--- config.mk ---
export PLATFORM = sky130hd
export DESIGN_NAME = inst_trace_buffer
export DESIGN_NICKNAME = d
export VERILOG_FILES = /design/src/rtl/inst_trace_buffer.sv
export SDC_FILE = /design/constraint.sdc
export NUM_CORES = 1
export LEC_CHECK = 0
export CAP_MARGIN = 5
export CORE_ASPECT_RATIO = 0.6
export CORE_MARGIN = 2
export CORE_UTILIZATION = 59
export CTS_CLUSTER_SIZE = 12
export DETAILED_ROUTE_END_ITERATION = 6
export GPL_TIMING_DRIVEN = 0
export PLACE_DENSITY = 0.79
export SKIP_LAST_GASP = 1
export SLEW_MARGIN = 40
export SYNTH_ARGS = -nofsm -noshare
export SYNTH_HDL_FRONTEND = slang
export SYNTH_SLANG_ARGS = --single-unit
--- constraint.sdc ---
create_clock -name clk -period 16.9 [get_ports clk]
set_clock_uncertainty 0.15 [all_clocks]
set_input_delay 1.69 -clock clk [delete_from_list [all_inputs] [get_ports clk]]
set_output_delay 1.69 -clock clk [all_outputs]
set_load 0.01 [all_outputs]
--- src/rtl/inst_trace_buffer.sv ---
// Trigger-based instruction trace buffer: captures {pc, inst} every cycle once armed,
// freezes POST entries after a PC match, then drains oldest-first over valid/ready.
module inst_trace_buffer #(
  parameter int ADDR_LEN = 32,
  parameter int DATA_LEN = 32,
  parameter int DEPTH    = 16,
  parameter int POST     = 4
) (
  input  logic                       clk,
  input  logic                       rst,
  input  logic                       arm,
  input  logic                       trig_en,
  input  logic [ADDR_LEN-1:0]        trig_pc,
  input  logic [ADDR_LEN-1:0]        cpu_pc,
  input  logic [DATA_LEN-1:0]        cpu_inst,
  output logic                       rd_valid,
  input  logic                       rd_ready,
  output logic [ADDR_LEN-1:0]        rd_pc,
  output logic [DATA_LEN-1:0]        rd_inst,
  output logic                       rd_last,
  output logic [$clog2(DEPTH):0]     count,
  output logic                       wrapped,
  output logic [1:0]                 state
);

  localparam int AW = $clog2(DEPTH);
  localparam int CW = AW + 1;

  localparam logic [1:0] S_IDLE   = 2'd0;
  localparam logic [1:0] S_ARMED  = 2'd1;
  localparam logic [1:0] S_POST   = 2'd2;
  localparam logic [1:0] S_FROZEN = 2'd3;

  // Read port handshake: an entry transfers on a rising edge where rd_valid && rd_ready;
  // rd_valid only rises in FROZEN and the head entry is held stable until it transfers.

  logic [1:0]          state_q, state_d;
  logic [AW-1:0]       wr_ptr_q, wr_ptr_d;
  logic [AW-1:0]       rd_ptr_q, rd_ptr_d;
  logic [CW-1:0]       count_q, count_d;
  logic [CW-1:0]       post_q, post_d;
  logic                wrapped_q, wrapped_d;

  logic [ADDR_LEN-1:0] pc_mem_q   [DEPTH];
  logic [DATA_LEN-1:0] inst_mem_q [DEPTH];

  logic capture;
  logic full;
  logic hit;
  logic pop;

  assign capture  = (state_q == S_ARMED) || (state_q == S_POST);
  assign full     = (count_q == CW'(DEPTH));
  assign hit      = trig_en && (cpu_pc == trig_pc);
  assign rd_valid = (state_q == S_FROZEN) && (count_q != '0);
  assign pop      = rd_valid && rd_ready;

  always_comb begin
    state_d   = state_q;
    wr_ptr_d  = wr_ptr_q;
    rd_ptr_d  = rd_ptr_q;
    count_d   = count_q;
    post_d    = post_q;
    wrapped_d = wrapped_q;

    // Capture bookkeeping common to ARMED and POST; a full buffer drops its oldest entry.
    if (capture) begin
      wr_ptr_d = wr_ptr_q + AW'(1);
      if (full) begin
        rd_ptr_d  = rd_ptr_q + AW'(1);
        wrapped_d = 1'b1;
      end else begin
        count_d = count_q + CW'(1);
      end
    end

    case (state_q)
      S_IDLE: begin
        if (arm) begin
          wr_ptr_d  = '0;
          rd_ptr_d  = '0;
          count_d   = '0;
          post_d    = '0;
          wrapped_d = 1'b0;
          state_d   = S_ARMED;
        end
      end
      S_ARMED: begin
        if (hit) begin
          if (POST == 0) begin
            state_d = S_FROZEN;
          end else begin
            post_d  = CW'(POST);
            state_d = S_POST;
          end
        end
      end
      S_POST: begin
        post_d = post_q - CW'(1);
        if (post_q <= CW'(1)) begin
          state_d = S_FROZEN;
        end
      end
      default: begin
        if (pop) begin
          rd_ptr_d = rd_ptr_q + AW'(1);
          count_d  = count_q - CW'(1);
          if (count_q == CW'(1)) begin
            state_d = S_IDLE;
          end
        end
      end
    endcase
  end

  always_ff @(posedge clk) begin
    if (rst) begin
      state_q   <= S_IDLE;
      wr_ptr_q  <= '0;
      rd_ptr_q  <= '0;
      count_q   <= '0;
      post_q    <= '0;
      wrapped_q <= 1'b0;
    end else begin
      state_q   <= state_d;
      wr_ptr_q  <= wr_ptr_d;
      rd_ptr_q  <= rd_ptr_d;
      count_q   <= count_d;
      post_q    <= post_d;
      wrapped_q <= wrapped_d;
    end
  end

  // Storage needs no reset: nothing reads it until it has been written since arm.
  always_ff @(posedge clk) begin
    if (capture && !rst) begin
      pc_mem_q[wr_ptr_q]   <= cpu_pc;
      inst_mem_q[wr_ptr_q] <= cpu_inst;
    end
  end

  assign rd_pc   = rd_valid ? pc_mem_q[rd_ptr_q]   : '0;
  assign rd_inst = rd_valid ? inst_mem_q[rd_ptr_q] : '0;
  assign rd_last = rd_valid && (count_q == CW'(1));
  assign count   = count_q;
  assign wrapped = wrapped_q;
  assign state   = state_q;

endmodule

==> run_results.csv, run 1 <==
group,metric,value,unit
sta,drv_slew,0,
pwr,intPower,4.10,mW
logic_synthesis,avgSynthCellArea,23.5,um^2
sta,setup_violations,0,
critical_path,critical_path_buf_inv_count,4,
place,dp_hpwl,68.4,mm
clock_tree,cts_resized,0,
sta,period_share,38.4,%
sta,rsz0062_at_grt,"false",
drt,vias_per_cell,6.85,
final_layout,final_core_utilization,70.6,%
drt,drt-total-wl,107,mm
logic_synthesis,synth_commonest_cells,"edfxtp_1, mux4_2, and2_1",
pwr,p_comb_share,6.4,%
die,pin_count,175,
drt,ant_nets,0,
critical_path,critPathKind,"flip-flop to primary output",
critical_path,crit_family,"buffers and inverters",
final_layout,layout.nets,2224,
final_layout,layout.area.seq,31200,um^2
critical_path,worstPathMaxFanout,10,
sta,fin_hold_ws,0.390,ns
clock_tree,cts_tree,"done",
logic_synthesis,synth_xor_area_share,0.928,%
pwr,p_sw,1.11,mW
final_layout,area_growth_syn_to_layout,18.5,%
logic_synthesis,synth_top_family_by_area,"multiplexers",
clock_tree,clock-sinks,1045,
place,finalWeightedCongestion,0.794,
pwr,ir_drop,83.2,uV
run,max_cap_violations,0,
critical_path,cp_slowest_stage_delay,0.70,ns
critical_path,crit_path_end_kind,"primary output",
logic_synthesis,syn-num-nets,1845,
logic_synthesis,synthAdderAreaFrac,0.493,%
grt,grtUsageMet2,48.3,%
final_layout,fillers,3783,
critical_path,worst_path_max_delay_cell,"clkbuf_1",
sta,fin_setup_tns,0,ns
grt,antenna_found_initial,7,
clock_tree,post_cts_buffers,0,
grt,grtUsageMet3,7.85,%
critical_path,start_kind,"flip-flop",
grt,grt_pass1_wl,152,mm
pwr,p_seq_share,56.0,%
logic_synthesis,synthArstFlopShare,0,%
sta,max_freq,154,MHz
sta,slew_headroom,39.9,%
clock_tree,cts.htree.levels,3,
die,fp-row-count,74,
logic_synthesis,synth_compound_area_share,0.703,%
critical_path,critical_path_required,15.06,ns
place,port_buffers,173,
clock_tree,clockBufferDepth,3,
grt,track_usage,30.7,%
hold_path,hold_path.class,"flip-flop to flip-flop",
pwr,p_leak,14.8,nW
logic_synthesis,synth_cell_types,49,
pwr,power.total,5.21,mW
logic_synthesis,synthTopCellsByArea,"edfxtp_1, mux4_2, dfxtp_1, and2_1, xor2_1",
grt,grt_pass1_vias,21200,
pwr,powerDensity,108,nW/um^2
clock_tree,ctsHoldBuffers,0,
logic_synthesis,synth_area,40600,um^2
die,coreArea,68100,um^2
drt,drc,0,
die,dieWidth,343,um
clock_tree,path_clk_slew,0.06,ns
clock_tree,clk_latency,0.67,ns
outcome,status,"complete, no violations",
logic_synthesis,yosys.area_share.simple,2.24,%
grt,grt_max_degree,18,
sta,layout_min_cycle_time,6.49,ns
logic_synthesis,yosys.area.top_type,"edfxtp_1",
logic_synthesis,synth_edf_count,1024,
clock_tree,cts_root_buf,"clkbuf_16",
logic_synthesis,synthFlopType,"edfxtp_1",
logic_synthesis,synth.most_common_cell,"edfxtp_1",
drt,drt_pass1_iterations,6,
die,die-area,71000,um^2
logic_synthesis,yosysWarnings,0,
pwr,switching_share,21.3,%
drt,num_vias,20900,
drt,drtIter0Drc,3257,
final_layout,drive_above_1_share,28.9,%
logic_synthesis,synth_mux_area_share,17.8,%
grt,globalRouteMet1Util,42.8,%
grt,grt.busiest_layer,"met2",
logic_synthesis,synth_cells,1728,
sta,worstMarginPinSlew,0.901,ns
grt,overflow,0,
final_layout,multiInputGateArea,9130,um^2
pwr,clockPowerShare,37.6,%
logic_synthesis,synth_seq_cells,1045,
critical_path,path_cells,"clkbuf_1 > clkbuf_1 > buf_2 > mux4_2 > mux4_2 > and2_1 > clkdlybuf4s50_1",
logic_synthesis,synth_top_area_share,75.8,%
die,start_util,59.6,%
sta,hold_viol_final,0,
drt,detail_route.wl_per_cell,34.9,um
logic_synthesis,yosysSeqAreaShare,76.8,%
die,die_h,207,um
critical_path,arrival,4.65,ns
clock_tree,cts_buffers,98,
## tightest hold or removal path, cell delays in order (launching register included)
cell and delay (ns):
dfxtp_1 0.33, o311ai_2 0.08, o41ai_2 0.08
## layer usage
layer / up-vias / wire length (um)
met5: - / 56
met3: 240 / 12100
met2: 1610 / 52200
met1: 11000 / 38600
li1: 8070 / -
met4: 8 / 3640
## cells in the final DEF (no fill, tap or decap), types with 26 or more instances in the layout
cell type	n
buf_16	37
mux4_2	320
and2_1	65
edfxtp_1	1024
buf_8	37
clkdlybuf4s50_1	173
nor2_1	26
clkbuf_16	99
buf_2	44
clkbuf_1	47
## final timing paths
path / cells after the start / slack, ns / startpoint / to
min: 2 / 0.39 / post_q[3] / post_q[3]
max: 7 / 10.41 / rd_ptr_q[0] / rd_inst[12]
max reg2reg: 11 / 12.86 / state[0] / pc_mem_q[11][30]
min reg2reg: 2 / 0.39 / post_q[3] / post_q[3]
## flip-flops by register name (all words and copies together), names as in the netlist
register    count
count           5
pc_mem_q      512
inst_mem_q    512
state           2
post_q          5
wrapped         1
rd_ptr_q        4
wr_ptr_q        4
## cell type report
cell class / instances / share of cell area (%)
flip-flops and latches: 1045 / 64.8
inverters: 10 / 0.0781
plain buffers: 87 / 0.825
multi-input cells: 586 / 19.0
repair buffers: 279 / 7.33
clock buffers: 116 / 5.29
diodes: 4 / 0.0208
well taps: 912 / 2.37
clock inverters: 12 / 0.247
## cell families after synthesis
family	Yosys count
multiplexers	322
XOR/XNOR	43
AO/OA/AOI/OAI	36
adder cells (fa/ha/maj)	16
flip-flops	1045
buffers and inverters	97
AND/OR/NAND/NOR	169
## per-stage QoR
step	cells	area (um^2)	setup slack (ns)
detailed placement	2916	45400	11.18
global placement	2813	43400	4.07
floorplan	1728	40600	9.73
global route	3050	48100	10.32
finish	3051	48100	10.41
CTS	3044	48000	10.34
## power groups by stage
stage          Sequential (mW)  Combinational, mW  Clock (mW)
2_1_floorplan             2.97              0.150           0
3_3_place_gp              2.98              0.272           0
3_5_place_dp              2.97              0.321           0
4_1_cts                   2.92              0.328        1.97
5_1_grt                   2.92              0.349        2.06
6_report                  2.92              0.335        1.96
Note: power is estimated with default switching activity, not from simulation.
==> run 2: changes to the inputs <==
--- a/config.mk
+++ b/config.mk
@@ -8,11 +8,11 @@
 export CAP_MARGIN = 5
 export CORE_ASPECT_RATIO = 0.6
 export CORE_MARGIN = 2
-export CORE_UTILIZATION = 59
+export CORE_UTILIZATION = 54
 export CTS_CLUSTER_SIZE = 12
 export DETAILED_ROUTE_END_ITERATION = 6
 export GPL_TIMING_DRIVEN = 0
-export PLACE_DENSITY = 0.79
+export PLACE_DENSITY = 0.76
 export SKIP_LAST_GASP = 1
 export SLEW_MARGIN = 40
 export SYNTH_ARGS = -nofsm -noshare
==> constraint.sdc (replaced) <==
create_clock -name clk -period 5.36 [get_ports clk]
set_clock_uncertainty 0.15 [all_clocks]
set_input_delay 0.536 -clock clk [delete_from_list [all_inputs] [get_ports clk]]
set_output_delay 0.536 -clock clk [all_outputs]
set_load 0.01 [all_outputs]
==> run_results.csv, run 2 (synthesis gave the netlist of run 1 again) <==
group,metric,value,unit
place,finalWeightedCongestion,0.808,
sta,setup_violations,0,
clock_tree,cts_root_buf,"clkbuf_16",
final_layout,layout.area.seq,31200,um^2
place,place_ws,0.862,ns
final_layout,mostFrequentLayoutCells,"edfxtp_1, mux4_2, clkdlybuf4s50_1, clkbuf_16, and2_1",
die,dieWidth,358,um
sta,rsz0062_at_grt,"false",
grt,overflow,0,
clock_tree,cts_buffers,99,
sta,drv_slew,0,
sta,hold_viol_final,0,
sta,slew_headroom,40.0,%
die,die-area,77400,um^2
run,max_cap_violations,0,
clock_tree,path_clk_slew,0.07,ns
final_layout,fin_area,48300,um^2
grt,track_usage,27.4,%
critical_path,critPathKind,"flip-flop to primary output",
drt,detail_route.wl_per_cell,33.4,um
critical_path,arrival,4.54,ns
clock_tree,cts.htree.levels,3,
critical_path,r2r_start,"state[0]",
hold_path,hold_end,"post_q[1]",
sta,max_freq,191,MHz
final_layout,drive_above_1_share,29.0,%
pwr,ir_drop,257,uV
sta,period_share,97.6,%
final_layout,final_common_cell,"edfxtp_1",
die,start_util,54.8,%
drt,vias_per_cell,6.57,
pwr,power.total,16.5,mW
clock_tree,cts_tree,"done",
sta,setup_ws,0.131,ns
outcome,status,"complete, no violations",
die,die_h,216,um
final_layout,multiInputGateArea,9160,um^2
critical_path,worstPathMaxFanout,10,
place,place_area,45500,um^2
place,dp_hpwl,68.7,mm
place,port_buffers,173,
final_layout,largestRegisters,"inst_mem_q x512, pc_mem_q x512",
pwr,powerDensity,341,nW/um^2
clock_tree,clock-sinks,1045,
sta,fin_setup_tns,0,ns
hold_path,hold_start,"rst",
critical_path,start_kind,"flip-flop",
die,pin_count,175,
sta,worstMarginPinSlew,0.900,ns
hold_path,hold_depth,2,
final_layout,area_growth_syn_to_layout,19.1,%
final_layout,final_core_utilization,65.3,%
grt,grt_pass1_wl,148,mm
drt,drc,0,
sta,layout_min_cycle_time,5.23,ns
die,coreArea,74000,um^2
critical_path,crit-reg2reg-capture,"pc_mem_q[6][25]",
drt,num_vias,20600,
drt,drtIter0Drc,3194,
clock_tree,clk_latency,0.67,ns
clock_tree,post_cts_buffers,0,
critical_path,critical_path_required,4.67,ns
critical_path,rr_worst_depth,9,
final_layout,fillers,4527,
grt,grt_max_degree,18,
critical_path,r2r_slack,1.49,ns
final_layout,layout.nets,2223,
drt,ant_nets,0,
die,fp-row-count,77,
clock_tree,ctsHoldBuffers,0,
drt,drt_pass1_iterations,7,
hold_path,hold_path.class,"primary input to flip-flop",
clock_tree,clockBufferDepth,3,
grt,grt_pass1_vias,20900,
drt,drt-total-wl,105,mm
pwr,p_leak,14.8,nW
clock_tree,cts_resized,0,
grt,antenna_found_initial,10,
critical_path,crit_path_end_kind,"primary output",
[run 2: cell count changes in the layout (fill, tap and decap cells not counted), sizes merged]
cell	before	now
clkbuf	167	181
bufinv	1	0
clkinv	7	4
diode	4	7
clkinvlp	0	1
buf	142	139
inv	14	15
[run 2: area by class of cell]
class | instances | share of cell area [%]
multi-input combinational | 586 | 18.9
antenna | 7 | 0.0362
sequential | 1045 | 64.5
clock inverter | 10 | 0.192
tap | 987 | 2.56
buffer | 87 | 0.826
clock buffer | 129 | 5.42
timing repair buffer | 277 | 7.44
inverter | 10 | 0.0777
[run 2: how the worst max path moves through the flow]
stage | endpoint | from | slack, ns | cells after the start
floorplan | inst_mem_q[11][0] | state[0] | -1.00 | 5
global placement | inst_mem_q[3][6] | state[0] | -6.71 | 5
detailed placement | rd_pc[13] | rd_ptr_q[1] | 0.86 | 7
CTS | rd_pc[13] | rd_ptr_q[1] | 0.04 | 7
global route | rd_pc[13] | rd_ptr_q[0] | 0.01 | 7
finish | rd_pc[13] | rd_ptr_q[1] | 0.13 | 7
[run 2: critical path, stage by stage (launching register included)]
cell and delay (ns):
dfxtp_1 0.35, clkbuf_1 0.34, clkbuf_1 0.69, clkbuf_1 0.70, mux4_2 0.43, mux4_2 0.53
and2_1 0.28, clkdlybuf4s50_1 0.53
[run 2: power breakdown]
part / switching (mW) / internal (mW) / leakage (nW)
Sequential: 0.0598 / 9.14 / 9.38
Clock: 2.85 / 3.39 / 1.31
Combinational: 0.619 / 0.419 / 4.14
Total: 3.53 / 12.9 / 14.8
[run 2: layer usage]
metal	share of wire, %	up-vias	GRT usage (%)
met1	37	10800	38.4
met3	12	218	8.67
met4	3.1	6	8.90
li1	-	8073	-
met5	0.035	-	0
met2	47	1535	41.7
[run 2: stage by stage]
stage	instances	hold slack [ns]
4_1_cts	3131	0.236
2_1_floorplan	1728	0.310
3_5_place_dp	2992	0.318
6_report	3138	0.308
5_1_grt	3136	0.298
3_3_place_gp	2888	0.325
==> RTL change (flow settings as in run 1) <==
Change the parameter `DEPTH` from 16 to 32.
--- a/src/rtl/inst_trace_buffer.sv
+++ b/src/rtl/inst_trace_buffer.sv
@@ -3,7 +3,7 @@
 module inst_trace_buffer #(
   parameter int ADDR_LEN = 32,
   parameter int DATA_LEN = 32,
-  parameter int DEPTH    = 16,
+  parameter int DEPTH    = 32,
   parameter int POST     = 4
 ) (
   input  logic                       clk,
Ports: changed (resized count); port bits go from 175 to 176. No check against the original RTL was run, so the function may have changed too.
==> RTL change against run 1 <==
  * Worst setup slack got worse by 0.56 ns
  * Power up 93%
  * Count of clock-buffer cells in the layout is 109 higher
  * Maximum frequency is 7.9% lower
  * Synthesized area is 96% higher
  * Sequential share of layout area up 2.2 points
  * Worst hold slack got worse by 0.064 ns
  * Final area grew 92%
  * Sequential cell count rose by 1028
  * Wire length grew 120%
==> RTL change: results (changes against run 1) <==
- Outcome: complete, no violations
- M1 GR Usage: 46.48% (+3.7 points)
- Skew-Pair Late Insertion Delay: 0.83 ns (+0.16 ns)
- WL met1: 78320 um (+100%)
- Met2 wire length: 108400 um (+110%)
- Metal3 WL: 32260 um (+170%)
- Layout cell share with drive strength beyond 1: 32.75% (+3.9 points)
- WP data arrival: 5.20 ns (+0.55 ns)
- Total Wirelength: 231700 um (+120%)
- Sw Share: 21.31% (-0.030 points)
- GRT Total Usage: 34.06% (+3.4 points)
- Least-Margin Pin Slew: 0.9347 ns (+0.03323 ns)
- Initial DRC count: 7991 (+150%)
- Met2 Use GR: 52.15% (+3.8 points)
- Top cells by area, synth: edfxtp_1, mux4_2, mux2i_1
- Pre-CTS WS: 10.91 ns (-0.2689 ns)
- Htree depth: 4 (+1)
- Reg2Reg Setup Slack: 12.51 ns (-0.35 ns)
- Filler Cell Count: 7485 (+98%)
- Pin count of the biggest net entering global routing: 34 (+16)
- Synth Area in Compound Gates: 0.4384% (-0.26 points)
- Top cells by count, synth: edfxtp_1, mux4_2, nor2_1
- Post-Syn Nets: 3374 (+83%)
- Lkg Pwr: 28.01 nW (+89%)
- Post-DP HPWL: 140500 um (+110%)
- IO buf count: 175 (+1.2%)
- Area after DPL: 87230 um2 (+92%)
- Maximum vdd drop: 0.1243 mV (+49%)
[RTL change: cell count changes in the layout (fill, tap and decap cells not counted), sizes merged, moves of 65 or more]
cell    before   now
buf        142   307
and2        65     0
edfxtp    1024  2048
mux4       320   640
clkbuf     167   319
mux2i        1    66
nor2        40   119
[RTL change: final timing paths]
kind / startpoint / to / depth (start not counted)
max reg2reg: state[0] / inst_mem_q[28][0] / 10
min: wrapped / wrapped / 2
min reg2reg: wrapped / wrapped / 2
max: rd_ptr_q[1] / rd_pc[2] / 8
[RTL change: metrics by stage]
step / cells / total power [mW] / utilization (%) / hold slack, ns
floorplan: 3258 / 5.995 / - / 0.3040
global placement: 5235 / 6.191 / 62.40 / 0.3113
detailed placement: 5405 / 6.223 / 65.09 / 0.3168
CTS: 5642 / 10.06 / 68.98 / 0.3264
global route: 5643 / 10.25 / 69.01 / 0.3592
finish: 5647 / 10.07 / 69.02 / 0.3261
[RTL change: power by group through the flow]
stage	clock [mW]	combinational, mW	sequential [mW]
after CTS	3.93	0.408	5.72
after detailed placement	0	0.397	5.83
after global placement	0	0.353	5.84
after global routing	4.09	0.435	5.72
final	3.93	0.422	5.72
after floorplan	0	0.170	5.83
[RTL change: critical path, cell delays in order (launching register included)]
cell	delay, ns
dfxtp_1	0.34
buf_2	0.53
clkbuf_2	0.74
clkbuf_1	0.65
mux4_2	0.42
mux4_2	0.53
mux2i_1	0.53
nor2_1	0.09
clkdlybuf4s50_1	0.50
[RTL change: cell type report]
type	count	area share (%)
flip-flops and latches	2073	67.02
multi-input cells	1004	18.49
clock inverters	12	0.1731
diodes	4	0.01082
repair buffers	346	5.460
inverters	13	0.05275
plain buffers	168	0.8846
clock buffers	225	5.466
well taps	1802	2.437
